### src/rtl/serial_pattern_gen_pkg.sv
// Shared definitions for the serial pattern generator and the detector bench.
package serial_pattern_gen_pkg;

  // Default geometry; 2**SPG_CNT_W must exceed SPG_MAX_LEN so len==MAX_LEN fits.
  localparam int SPG_MAX_LEN = 16;
  localparam int SPG_CNT_W   = 5;

  // Generator FSM states, 2-bit binary.
  typedef enum logic [1:0] {
    S_IDLE = 2'd0,
    S_SEND = 2'd1,
    S_DONE = 2'd2
  } state_e;

endpackage

### src/rtl/serial_pattern_gen_if.sv
// Control/stream bundle between the board-side controller and the generator.
interface serial_pattern_gen_if #(
  parameter int MAX_LEN = serial_pattern_gen_pkg::SPG_MAX_LEN,
  parameter int CNT_W   = serial_pattern_gen_pkg::SPG_CNT_W
) ();

  logic               load;
  logic [MAX_LEN-1:0] pattern_in;
  logic [CNT_W-1:0]   len_in;
  logic               start;
  logic               repeat_en;
  logic               stop;
  logic               w_out;
  logic               valid;
  logic               busy;
  logic               done;
  logic [CNT_W-1:0]   bit_idx;

  // Controller side: drives commands, watches the stream.
  modport master (
    output load, pattern_in, len_in, start, repeat_en, stop,
    input  w_out, valid, busy, done, bit_idx
  );

  // Generator side.
  modport slave (
    input  load, pattern_in, len_in, start, repeat_en, stop,
    output w_out, valid, busy, done, bit_idx
  );

endinterface

### src/rtl/serial_pattern_gen_pattern_shift_reg.sv
// Parallel-load pattern register with a bit-select mux on its output.
// While load_en is high the mux looks at d directly, so a start issued in the
// same cycle as load can already transmit the new pattern's first bit.
module pattern_shift_reg #(
  parameter int MAX_LEN = 16,
  parameter int CNT_W   = 5
) (
  input  logic               clk,
  input  logic               reset,
  input  logic               load_en,
  input  logic [MAX_LEN-1:0] d,
  input  logic [CNT_W-1:0]   idx,
  output logic               bit_o
);

  localparam int EXT_W = 2 ** CNT_W;

  logic [MAX_LEN-1:0] pat_q;
  logic [EXT_W-1:0]   ext;

  // Pattern storage; only written when the FSM grants a load in IDLE.
  always_ff @(posedge clk) begin
    if (reset)        pat_q <= '0;
    else if (load_en) pat_q <= d;
  end

  // Zero-extend to the full index range so any idx value selects a defined bit.
  assign ext   = EXT_W'(load_en ? d : pat_q);
  assign bit_o = ext[idx];

endmodule

### src/rtl/serial_pattern_gen.sv
// Bit-serial stimulus source: shifts a programmed pattern out LSB-first on w_out
// with start/busy/done handshake, optional repeat and stop-through-DONE.
module serial_pattern_gen
  import serial_pattern_gen_pkg::*;
#(
  parameter int MAX_LEN = SPG_MAX_LEN,
  parameter int CNT_W   = SPG_CNT_W
) (
  input  logic               clk,
  input  logic               reset,
  serial_pattern_gen_if.slave bus
);

  state_e           state_q, state_d;
  logic [CNT_W-1:0] idx_q, idx_d;
  logic [CNT_W-1:0] len_q, len_d, len_sat;
  logic             w_q, w_d;
  logic             valid_q, valid_d;
  logic             busy_q, busy_d;
  logic             done_q, done_d;
  logic             load_en;
  logic             pat_bit;
  logic             last_bit;

  assign len_sat  = (bus.len_in > CNT_W'(MAX_LEN)) ? CNT_W'(MAX_LEN) : bus.len_in;
  assign last_bit = (idx_q == len_q - CNT_W'(1));

  // The mux is addressed with the next index so w_out can be registered.
  pattern_shift_reg #(
    .MAX_LEN (MAX_LEN),
    .CNT_W   (CNT_W)
  ) u_psr (
    .clk     (clk),
    .reset   (reset),
    .load_en (load_en),
    .d       (bus.pattern_in),
    .idx     (idx_d),
    .bit_o   (pat_bit)
  );

  // FSM state, bit index and stored length.
  always_ff @(posedge clk) begin
    if (reset) begin
      state_q <= S_IDLE;
      idx_q   <= '0;
      len_q   <= '0;
      w_q     <= 1'b0;
      valid_q <= 1'b0;
      busy_q  <= 1'b0;
      done_q  <= 1'b0;
    end else begin
      state_q <= state_d;
      idx_q   <= idx_d;
      len_q   <= len_d;
      w_q     <= w_d;
      valid_q <= valid_d;
      busy_q  <= busy_d;
      done_q  <= done_d;
    end
  end

  // Next state / index; start sees the length being loaded this same cycle.
  always_comb begin
    state_d = state_q;
    idx_d   = idx_q;
    len_d   = len_q;
    load_en = 1'b0;
    case (state_q)
      S_IDLE: begin
        load_en = bus.load;
        if (bus.load) len_d = len_sat;
        idx_d = '0;
        if (bus.start && (len_d != '0)) state_d = S_SEND;
      end
      S_SEND: begin
        // stop outranks repeat; either way the current bit has completed.
        if (bus.stop || (last_bit && !bus.repeat_en)) begin
          state_d = S_DONE;
          idx_d   = '0;
        end else if (last_bit) begin
          idx_d = '0;
        end else begin
          idx_d = idx_q + CNT_W'(1);
        end
      end
      S_DONE: begin
        state_d = S_IDLE;
        idx_d   = '0;
      end
      default: begin
        state_d = S_IDLE;
        idx_d   = '0;
      end
    endcase
  end

  // Registered outputs are derived from the state being entered.
  assign valid_d = (state_d == S_SEND);
  assign w_d     = (state_d == S_SEND) & pat_bit;
  assign done_d  = (state_d == S_DONE);
  assign busy_d  = (state_d != S_IDLE);

  assign bus.w_out   = w_q;
  assign bus.valid   = valid_q;
  assign bus.busy    = busy_q;
  assign bus.done    = done_q;
  assign bus.bit_idx = idx_q;

endmodule

### src/flat_wrapper.sv
// flat-port wrapper written by rule: the top's interface ports become plain ports
module serial_pattern_gen_flat import serial_pattern_gen_pkg::*;
#(
  parameter int MAX_LEN = SPG_MAX_LEN,
  parameter int CNT_W   = SPG_CNT_W
)
  (clk, reset, bus_load, bus_pattern_in, bus_len_in, bus_start, bus_repeat_en, bus_stop, bus_w_out, bus_valid, bus_busy, bus_done, bus_bit_idx);
  serial_pattern_gen_if #(.MAX_LEN(MAX_LEN), .CNT_W(CNT_W)) bus_i ();
  input  logic clk;
  input  logic reset;
  input wire logic [$bits(bus_i.load)-1:0] bus_load;
  input wire logic [$bits(bus_i.pattern_in)-1:0] bus_pattern_in;
  input wire logic [$bits(bus_i.len_in)-1:0] bus_len_in;
  input wire logic [$bits(bus_i.start)-1:0] bus_start;
  input wire logic [$bits(bus_i.repeat_en)-1:0] bus_repeat_en;
  input wire logic [$bits(bus_i.stop)-1:0] bus_stop;
  output wire logic [$bits(bus_i.w_out)-1:0] bus_w_out;
  output wire logic [$bits(bus_i.valid)-1:0] bus_valid;
  output wire logic [$bits(bus_i.busy)-1:0] bus_busy;
  output wire logic [$bits(bus_i.done)-1:0] bus_done;
  output wire logic [$bits(bus_i.bit_idx)-1:0] bus_bit_idx;
  assign bus_i.load = bus_load;
  assign bus_i.pattern_in = bus_pattern_in;
  assign bus_i.len_in = bus_len_in;
  assign bus_i.start = bus_start;
  assign bus_i.repeat_en = bus_repeat_en;
  assign bus_i.stop = bus_stop;
  assign bus_w_out = bus_i.w_out;
  assign bus_valid = bus_i.valid;
  assign bus_busy = bus_i.busy;
  assign bus_done = bus_i.done;
  assign bus_bit_idx = bus_i.bit_idx;
  serial_pattern_gen #(.MAX_LEN(MAX_LEN), .CNT_W(CNT_W)) u_core (.clk(clk), .reset(reset), .bus(bus_i));
endmodule
### config.mk
export PLATFORM = sky130hd
export DESIGN_NAME = serial_pattern_gen_flat
export DESIGN_NICKNAME = d
export VERILOG_FILES = /design/src/rtl/serial_pattern_gen_pkg.sv /design/src/rtl/serial_pattern_gen_if.sv /design/src/rtl/serial_pattern_gen_pattern_shift_reg.sv /design/src/rtl/serial_pattern_gen.sv /design/src/flat_wrapper.sv
export SDC_FILE = /design/constraint.sdc
export NUM_CORES = 1
export LEC_CHECK = 0
export ABC_AREA = 0
export CAP_MARGIN = 20
export CORE_MARGIN = 2
export CORE_UTILIZATION = 53
export CTS_CLUSTER_SIZE = 28
export DETAILED_ROUTE_END_ITERATION = 12
export PLACE_DENSITY_LB_ADDON = 0.3
export SLEW_MARGIN = 20
export SYNTH_ARGS = -nofsm -noshare
export SYNTH_HDL_FRONTEND = slang
export SYNTH_SLANG_ARGS = --single-unit
### constraint.sdc
create_clock -name clk -period 5.3 [get_ports clk]
set_clock_uncertainty 0.1 [all_clocks]
set_input_delay 1.06 -clock clk [delete_from_list [all_inputs] [get_ports clk]]
set_output_delay 1.06 -clock clk [all_outputs]
set_load 0.005 [all_outputs]
After elaboration in Yosys (flattened, before gate mapping):

Cells that the tools add are included.

* flip-flop bits (word level): 32
* logic and storage cells: 37
* bits of input ports: 27
* output and inout bits: 9

* order comparisons: 2
* bitwise gates (word level): 1
* add/sub/neg operators: 2
* reduce and logical (&&, ||, !) cells: 7
* multiplexer cells: 13
* equality and inequality tests: 4

Operator list (number)
* 2-to-1 mux 5 bit: 6
* 2-to-1 mux 16 bit: 1
* less-than comparator 5 x 6 -> 1 bit (second input constant): 1
* adder 5 x 1 -> 5 bit (second input constant): 1
* binary-select mux 1 bit (select 5 bit): 1
* == test 5 bit: 1
* > comparator 5 bit (second input constant): 1
* nonzero test 5 bit: 1
* subtractor 5 x 1 -> 5 bit (second input constant): 1
* == test 2 x 1 -> 1 bit (second input constant): 2
* 2-to-1 mux 2 bit: 2
* case mux 2 bit (2 select lines): 1
* == test 2 bit (second input constant): 1
* logical AND 1 bit: 2
* logical NOT 2 bit: 1
* 2-to-1 mux 1 bit: 2
* nonzero test 2 bit: 1
* AND 1 bit: 1
* logical NOT 1 bit: 1
* logical OR 1 bit: 1

Depth between registers and ports, before layout:

Gate-level depths: netlist of the first run.

* word-level depth: 10
* mapped depth: 9
* depth with buffers taken out: 9

Cells and area by module:

Synthesis of the first run repeated with hierarchy kept, for this count alone.

* cell total of the unflattened synthesis: 165
* area total of the unflattened synthesis: 1676.6 sq um

By module, submodules not included
* serial_pattern_gen: sequential area each 320.3 sq um, area an instance 854.6 sq um, cells each 96, instances 1
* pattern_shift_reg: sequential area each 320.3 sq um, area an instance 822.0 sq um, cells each 69, instances 1

Worst setup path after synthesis of the first run:

No wires, ideal clock.

* path type: input -> register
* start point: input port bus_load
* end point: register u_core.w_q, in the netlist u_core.bus.w_out
* arrival time: 2.442 ns
* stages on the path: 6
* path slack: 2.628 ns
* required time: 5.070 ns
* library setup time: 0.130 ns
* path buffers: 0
* cells stage by stage: nor3b_4 -> mux4_2 -> o211ai_1 -> a32o_1 -> o311a_1 -> nor4_2

* longest elaborated chain between the ends: 8
* elaborated cells between the ends (all ways): 12
* classes of those cells: eq/ne (1); mux (8); bitwise (1); reduce/logical (2)

Ends and longest elaborated chain
* from (decl): RTL line flat_wrapper.sv:11 `input wire logic [$bits(bus_i.load)-1:0] bus_load;`
* 2-to-1 mux 5 bit: RTL line serial_pattern_gen.sv:71 `if (bus.load) len_d = len_sat;`
* 2-to-1 mux 5 bit: RTL line serial_pattern_gen.sv:68 `case (state_q)`
* nonzero test 5 bit: RTL line serial_pattern_gen.sv:73 `if (bus.start && (len_d != '0)) state_d = S_SEND;`
* logical AND 1 bit: RTL line serial_pattern_gen.sv:73
* 2-to-1 mux 2 bit: RTL line serial_pattern_gen.sv:73
* case mux 2 bit (2 select lines): RTL line serial_pattern_gen.sv:68
* == test 2 x 1 -> 1 bit: RTL line serial_pattern_gen.sv:99 `assign w_d = (state_d == S_SEND) & pat_bit;`
* AND 1 bit (*): RTL line serial_pattern_gen.sv:99
* to (signal assigned): RTL line serial_pattern_gen.sv:55 `w_q <= w_d;`
* to (decl): RTL line serial_pattern_gen.sv:17 `logic w_q, w_d;`

Mark *: on every way between the ends. The rest lies on a longest branch, timed or not. The select of a mux whose other input is x is not followed.
A chain may end at the register's enable or synchronous reset.

Worst setup path in the final report of the first run:

Same ends and word-level chain as after synthesis.

==> out/results.tsv, run 1 <==
metric	value	unit
CP Capture Type	flop	
Max VDD drop	281	uV
routability cong.	0.793	
final clock period utilization by the worst path	59.3	%
Relative slew margins	28.5	%
Syn Area/Cell	8.68	um^2
DRT Pass-1 Iters	5	
CTS tree	done	
worst skew pair latency	0.34	ns
die height	58.3	um
Worst Tran Pin Value	1.07	ns
post-synthesis register bit count	32	
CP Data Arrival Time	3.27	ns
Post-Synth Adder-Cell Area	1.60	%
Worst Path Class, Setup	primary input to flop	
top_reg_cell synth	dfxtp_1	
synth warn	0	
hold slack	0.358	ns
Distinct cells, synth	43	
final worst slack	2.16	ns
largest net degree at the start of global routing	33	
Post-Synth XOR/XNOR Area	5.52	%
Hold Buf Count CTS	0	
Post-Synthesis Cells	180	
Root Buffer	clkbuf_4	
initial DRC count	58	
P per Cell Area	256	nW/um^2
Setup Fix Bufs, Post-CTS	0	
post-DR wirelength/cell	13.7	um
unrepaired setup endpoints after global routing	false	
initial antenna violation count	0	
Nets	243	
most frequent cells in the layout	nand2_1, clkdlybuf4s50_1, dfxtp_1	
Via density	5.74	
total power	505	uW
CP max FO	26	
io pins	36	
Post-synth ARST share	0	%
Post-Synth Simple-Gate Area	25.5	%
Initial Utilization	56.2	%
CTS sink count	32	
share of cells above drive strength 1	9.77	%
CTS max path bufs	2	
diodes inserted	0	
All-Layer GR Usage	22.3	%
Final Util	70.9	%
sequential share of the synthesized area	41.0	%
startpoint types	primary input	
pre-CTS WS	1.82	ns
die width	58.3	um
EDFF count, synth	0	
Slew Viols, Final	0	
H-Tree Depth	2	
total grt overflow	0	
WP data required	5.43	ns
Finish-stage setup viols	0	
outcome	complete, no violations	
CTS buffer count	5	
ANT nets after route	0	
Worst Hold Class	flop to flop	
post-DP HPWL	2430	um
post_cts resized	0	
Buffers on Ports	35	
Placement Rows	19	
Post-Syn Nets	209	
TNS Setup	0	ns
area of the core	2780	um^2
min cycle time layout	3.14	ns
# DRC	0	
largest family of logic cells by synthesized area	simple AND/OR/NAND/NOR gates	
Pleak	0.000685	uW
DR vias	1412	
P&R area growth vs syn	26.2	%
die area	3400	um^2
Peak Freq	318	MHz
final hold vios	0	
commonest non-fill, non-tap cell in the layout	nand2_1	
Reg clk slew, reported paths	0.10	ns
max-cap violations	0	
Compound-Gate Fraction of Synth Area	16.9	%
post-synthesis cell area	1560	um^2
first-pass GRT wire length	5710	um
vias in the first global route	1313	
post-synthesis mux area share	5.60	%
DRT Wirelength	3370	um
through the flow:
step                std cells  instance area (um^2)
global route              246                  1970
finish                    246                  1970
floorplan                 180                  1560
detailed placement        238                  1910
CTS                       246                  1970
global placement          238                  1910
state kept, by name (all words and copies together) (netlist names):
register / cells
u_core.len_q: 5
u_core.u_psr.pat_q: 16
u_core.bus.bit_idx: 5
u_core.bus.w_out: 1
u_core.bus.valid: 1
u_core.bus.done: 1
u_core.bus.busy: 1
u_core.state_q: 2
critical path: stages:
cell	delay [ns]
clkdlybuf4s50_1	0.56
nor3b_4	0.21
buf_4	0.30
mux4_2	0.53
o211ai_1	0.19
a32o_1	0.19
o311a_1	0.17
nor4_2	0.05
area by class of cell:
class / count / area [um^2]
repair buffers: 36 / 358
multi-input cells: 136 / 861
well taps: 31 / 38.8
clock inverters: 1 / 7.51
fillers: 225 / 810
flip-flops and latches: 32 / 641
inverters: 3 / 11.3
clock buffers: 7 / 55.1
metal layers:
layer,wire length (um),up-vias,track usage [%]
li1,-,697,-
met1,1320,646,25.7
met2,1770,57,37.6
met3,200,12,6.37
met4,91,0,11.3
met5,0,-,0
power by group:
group	total [uW]	internal (uW)	switching [uW]
Clock	147	64.9	82.6
Combinational	93.6	48.5	45.1
Sequential	264	255	9.76
Total	505	368	137
synthesized netlist by cell type (2+ instances only):
cell type | instances | area, um^2
nand3_1 | 4 | 20.0
xor2_1 | 3 | 26.3
inv_1 | 3 | 11.3
o31ai_1 | 3 | 22.5
nand2_1 | 40 | 150
nand3b_1 | 4 | 30.0
dfxtp_1 | 32 | 641
nor3_1 | 8 | 40.0
a21oi_1 | 20 | 100
clkbuf_1 | 5 | 18.8
ha_1 | 2 | 25.0
or2_1 | 2 | 12.5
xnor2_1 | 5 | 43.8
nor2_1 | 13 | 48.8
o21ai_0 | 3 | 15.0
mux2i_1 | 5 | 50.1
buf_6 | 2 | 22.5
cell families (layout without fill, tap and decap cells):
kind of cell             Yosys count  count (layout)
adder cells (fa/ha/maj)            2               2
multiplexers                       7               7
AND/OR/NAND/NOR                   81              81
AO/OA/AOI/OAI                     37              37
buffers and inverters             12              47
flip-flops                        32              32
XOR/XNOR                           9               9
final timing paths:
kind / from / to / cells after the start / slack, ns
worst max register to register: u_core.len_q[0] / u_core.bus.w_out / 9 / 2.74
worst min register to register: u_core.u_psr.pat_q[11] / u_core.u_psr.pat_q[11] / 2 / 0.36
worst min-delay path: u_core.u_psr.pat_q[11] / u_core.u_psr.pat_q[11] / 2 / 0.36
worst max-delay path: bus_load / u_core.bus.w_out / 8 / 2.16
Power figures use the tool's default switching activity.
==> inputs of run 2 (changes only) <==
--- a/config.mk
+++ b/config.mk
@@ -8,7 +8,7 @@
 export ABC_AREA = 0
 export CAP_MARGIN = 20
 export CORE_MARGIN = 2
-export CORE_UTILIZATION = 53
+export CORE_UTILIZATION = 44
 export CTS_CLUSTER_SIZE = 28
 export DETAILED_ROUTE_END_ITERATION = 12
 export PLACE_DENSITY_LB_ADDON = 0.3
==> constraint.sdc (replaced) <==
create_clock -name clk -period 2.6 [get_ports clk]
set_clock_uncertainty 0.1 [all_clocks]
set_input_delay 0.52 -clock clk [delete_from_list [all_inputs] [get_ports clk]]
set_output_delay 0.52 -clock clk [all_outputs]
set_load 0.005 [all_outputs]
==> out/results.tsv, run 2 (same netlist as run 1, synthesis figures left out) <==
metric	value	unit	change
max-cap violations	0		unchanged
largest net degree at the start of global routing	23		-30%
commonest non-fill, non-tap cell in the layout	nand2_1		
critical path's slowest cell	dfxtp_1		
Worst Hold Class	flop to flop		
Worst Path Class, Setup	flop to flop		
die area	4040	um^2	+19%
area of the core	3360	um^2	+21%
largest delay contributor family on the critical path	compound AO/OA/AOI/OAI gates		
startpoint types	flop		
Peak Freq	404	MHz	
final clock period utilization by the worst path	95.2	%	
P&R area growth vs syn	30.1	%	
Initial Utilization	46.5	%	-9.7 points
Root Buffer	clkbuf_4		
worst skew pair latency	0.32	ns	-0.02 ns
Nets	252		+3.7%
Finish-stage setup viols	0		unchanged
initial antenna violation count	0		unchanged
Pleak	0.000718	uW	+4.9%
# DRC	0		unchanged
post_cts resized	0		unchanged
post-route cell area	2030	um^2	+3.1%
die width	63.6	um	+9.1%
first-pass GRT wire length	6150	um	+7.6%
final hold vios	0		unchanged
DRT Pass-1 Iters	4		-1
unrepaired setup endpoints after global routing	false		
delay of the slowest critical-path stage	0.42	ns	-0.14 ns
CTS max path bufs	2		unchanged
vias in the first global route	1377		+4.9%
CP Data Arrival Time	2.58	ns	-0.69 ns
CP Capture Type	flop		
gr busiest metal	met2		
Reg clk slew, reported paths	0.09	ns	about the same
Worst Tran Pin Value	0.464	ns	-0.605 ns
total grt overflow	0		unchanged
ANT nets after route	0		unchanged
CP max FO	5		-81%
Hold Buf Count CTS	0		unchanged
die height	63.6	um	+9.1%
post-DR wirelength/cell	13.6	um	-1.1%
P per Cell Area	482	nW/um^2	+88%
Max VDD drop	276	uV	-1.8%
io pins	36		unchanged
Buffers on Ports	35		unchanged
Biggest register	u_core.u_psr.pat_q		
DR vias	1380		-2.3%
diodes inserted	0		unchanged
critical-path cell list	inv_1 > ha_1 > o21ba_2 > a22oi_2 > o2111ai_4 > nand2_2 > mux2_4 > a2111oi_2 > nor4_2		
Bufs and invs on worst path	1		-1
grt met1 use	23.0	%	-2.7 points
Placement Rows	21		+2
CTS buffer count	5		unchanged
TNS Setup	0	ns	unchanged
All-Layer GR Usage	19.9	%	-2.4 points
outcome	complete, no violations		
initial DRC count	80		+38%
CTS sink count	32		unchanged
Slew Viols, Final	0		unchanged
placed cell areas	2000	um^2	+4.5%
min cycle time layout	2.48	ns	
WP data required	2.71	ns	-2.72 ns
routability cong.	0.959		+21%
DRT Wirelength	3620	um	+7.4%
most frequent cells in the layout	nand2_1, clkdlybuf4s50_1, dfxtp_1		
share of cells above drive strength 1	12.7	%	+2.9 points
Relative slew margins	69.0	%	+40 points
Setup Fix Bufs, Post-CTS	0		unchanged
M2 GR Usage	34.1	%	-3.5 points
max reg flops	16		unchanged
routing usage on met3	6.25	%	-0.12 points
Via density	5.17		-10%
CTS tree	done		
post-DP HPWL	2780	um	+14%
H-Tree Depth	2		unchanged
-- run 2: cell count changes in the layout (fill, tap and decap cells not counted), sizes merged --
cell and delta:
buf +9, clkbuf -2, clkinvlp -1
-- run 2: through the flow --
step	total power (uW)	instances	utilization, %	hold WS (ns)	setup slack, ns
detailed placement	754	262	59.3	0.346	0.0694
global route	1040	267	60.5	0.374	0.00433
finish	979	267	60.5	0.358	0.125
floorplan	664	180	-	0.332	0.249
global placement	749	262	59.3	0.344	0.0690
CTS	988	267	60.5	0.358	0.118
-- run 2: power breakdown --
part	internal [uW]	switching [uW]	total, uW
Sequential	519	19.4	538
Clock	90.2	147	238
Combinational	108	95.1	203
Total	717	262	979
-- run 2: path summary, 6_finish.rpt --
check / to / from / cells past startpoint / slack (ns)
setup / recovery: u_core.bus.w_out / u_core.len_q[0] / 9 / 0.12
hold / removal: u_core.u_psr.pat_q[9] / u_core.u_psr.pat_q[9] / 2 / 0.36
setup reg to reg: u_core.bus.w_out / u_core.len_q[0] / 9 / 0.12
hold reg to reg: u_core.u_psr.pat_q[9] / u_core.u_psr.pat_q[9] / 2 / 0.36
-- run 2: final cells by class --
type	count	area, um^2
Inverter	3	11.3
Tap cell	46	57.6
Fill cell	329	1330
Multi-Input combinational cell	136	861
Clock buffer	5	37.5
Sequential cell	32	641
Timing Repair Buffer	45	425
-- run 2: metal layers --
metal | wire [um] | part of all wire, %
met1 | 1630 | 45
met2 | 1780 | 49
met3 | 171 | 4.7
met4 | 47 | 1.3
met5 | 0 | 0
-- run 2: worst reg2reg max path, delay by kind of cell (launching register included) --
kind                     cells  cell delay [ns]
buffers and inverters        1             0.07
AO/OA/AOI/OAI                4             0.97
multiplexers                 1             0.32
flip-flops                   1             0.42
adder cells (fa/ha/maj)      1             0.25
AND/OR/NAND/NOR              2             0.25
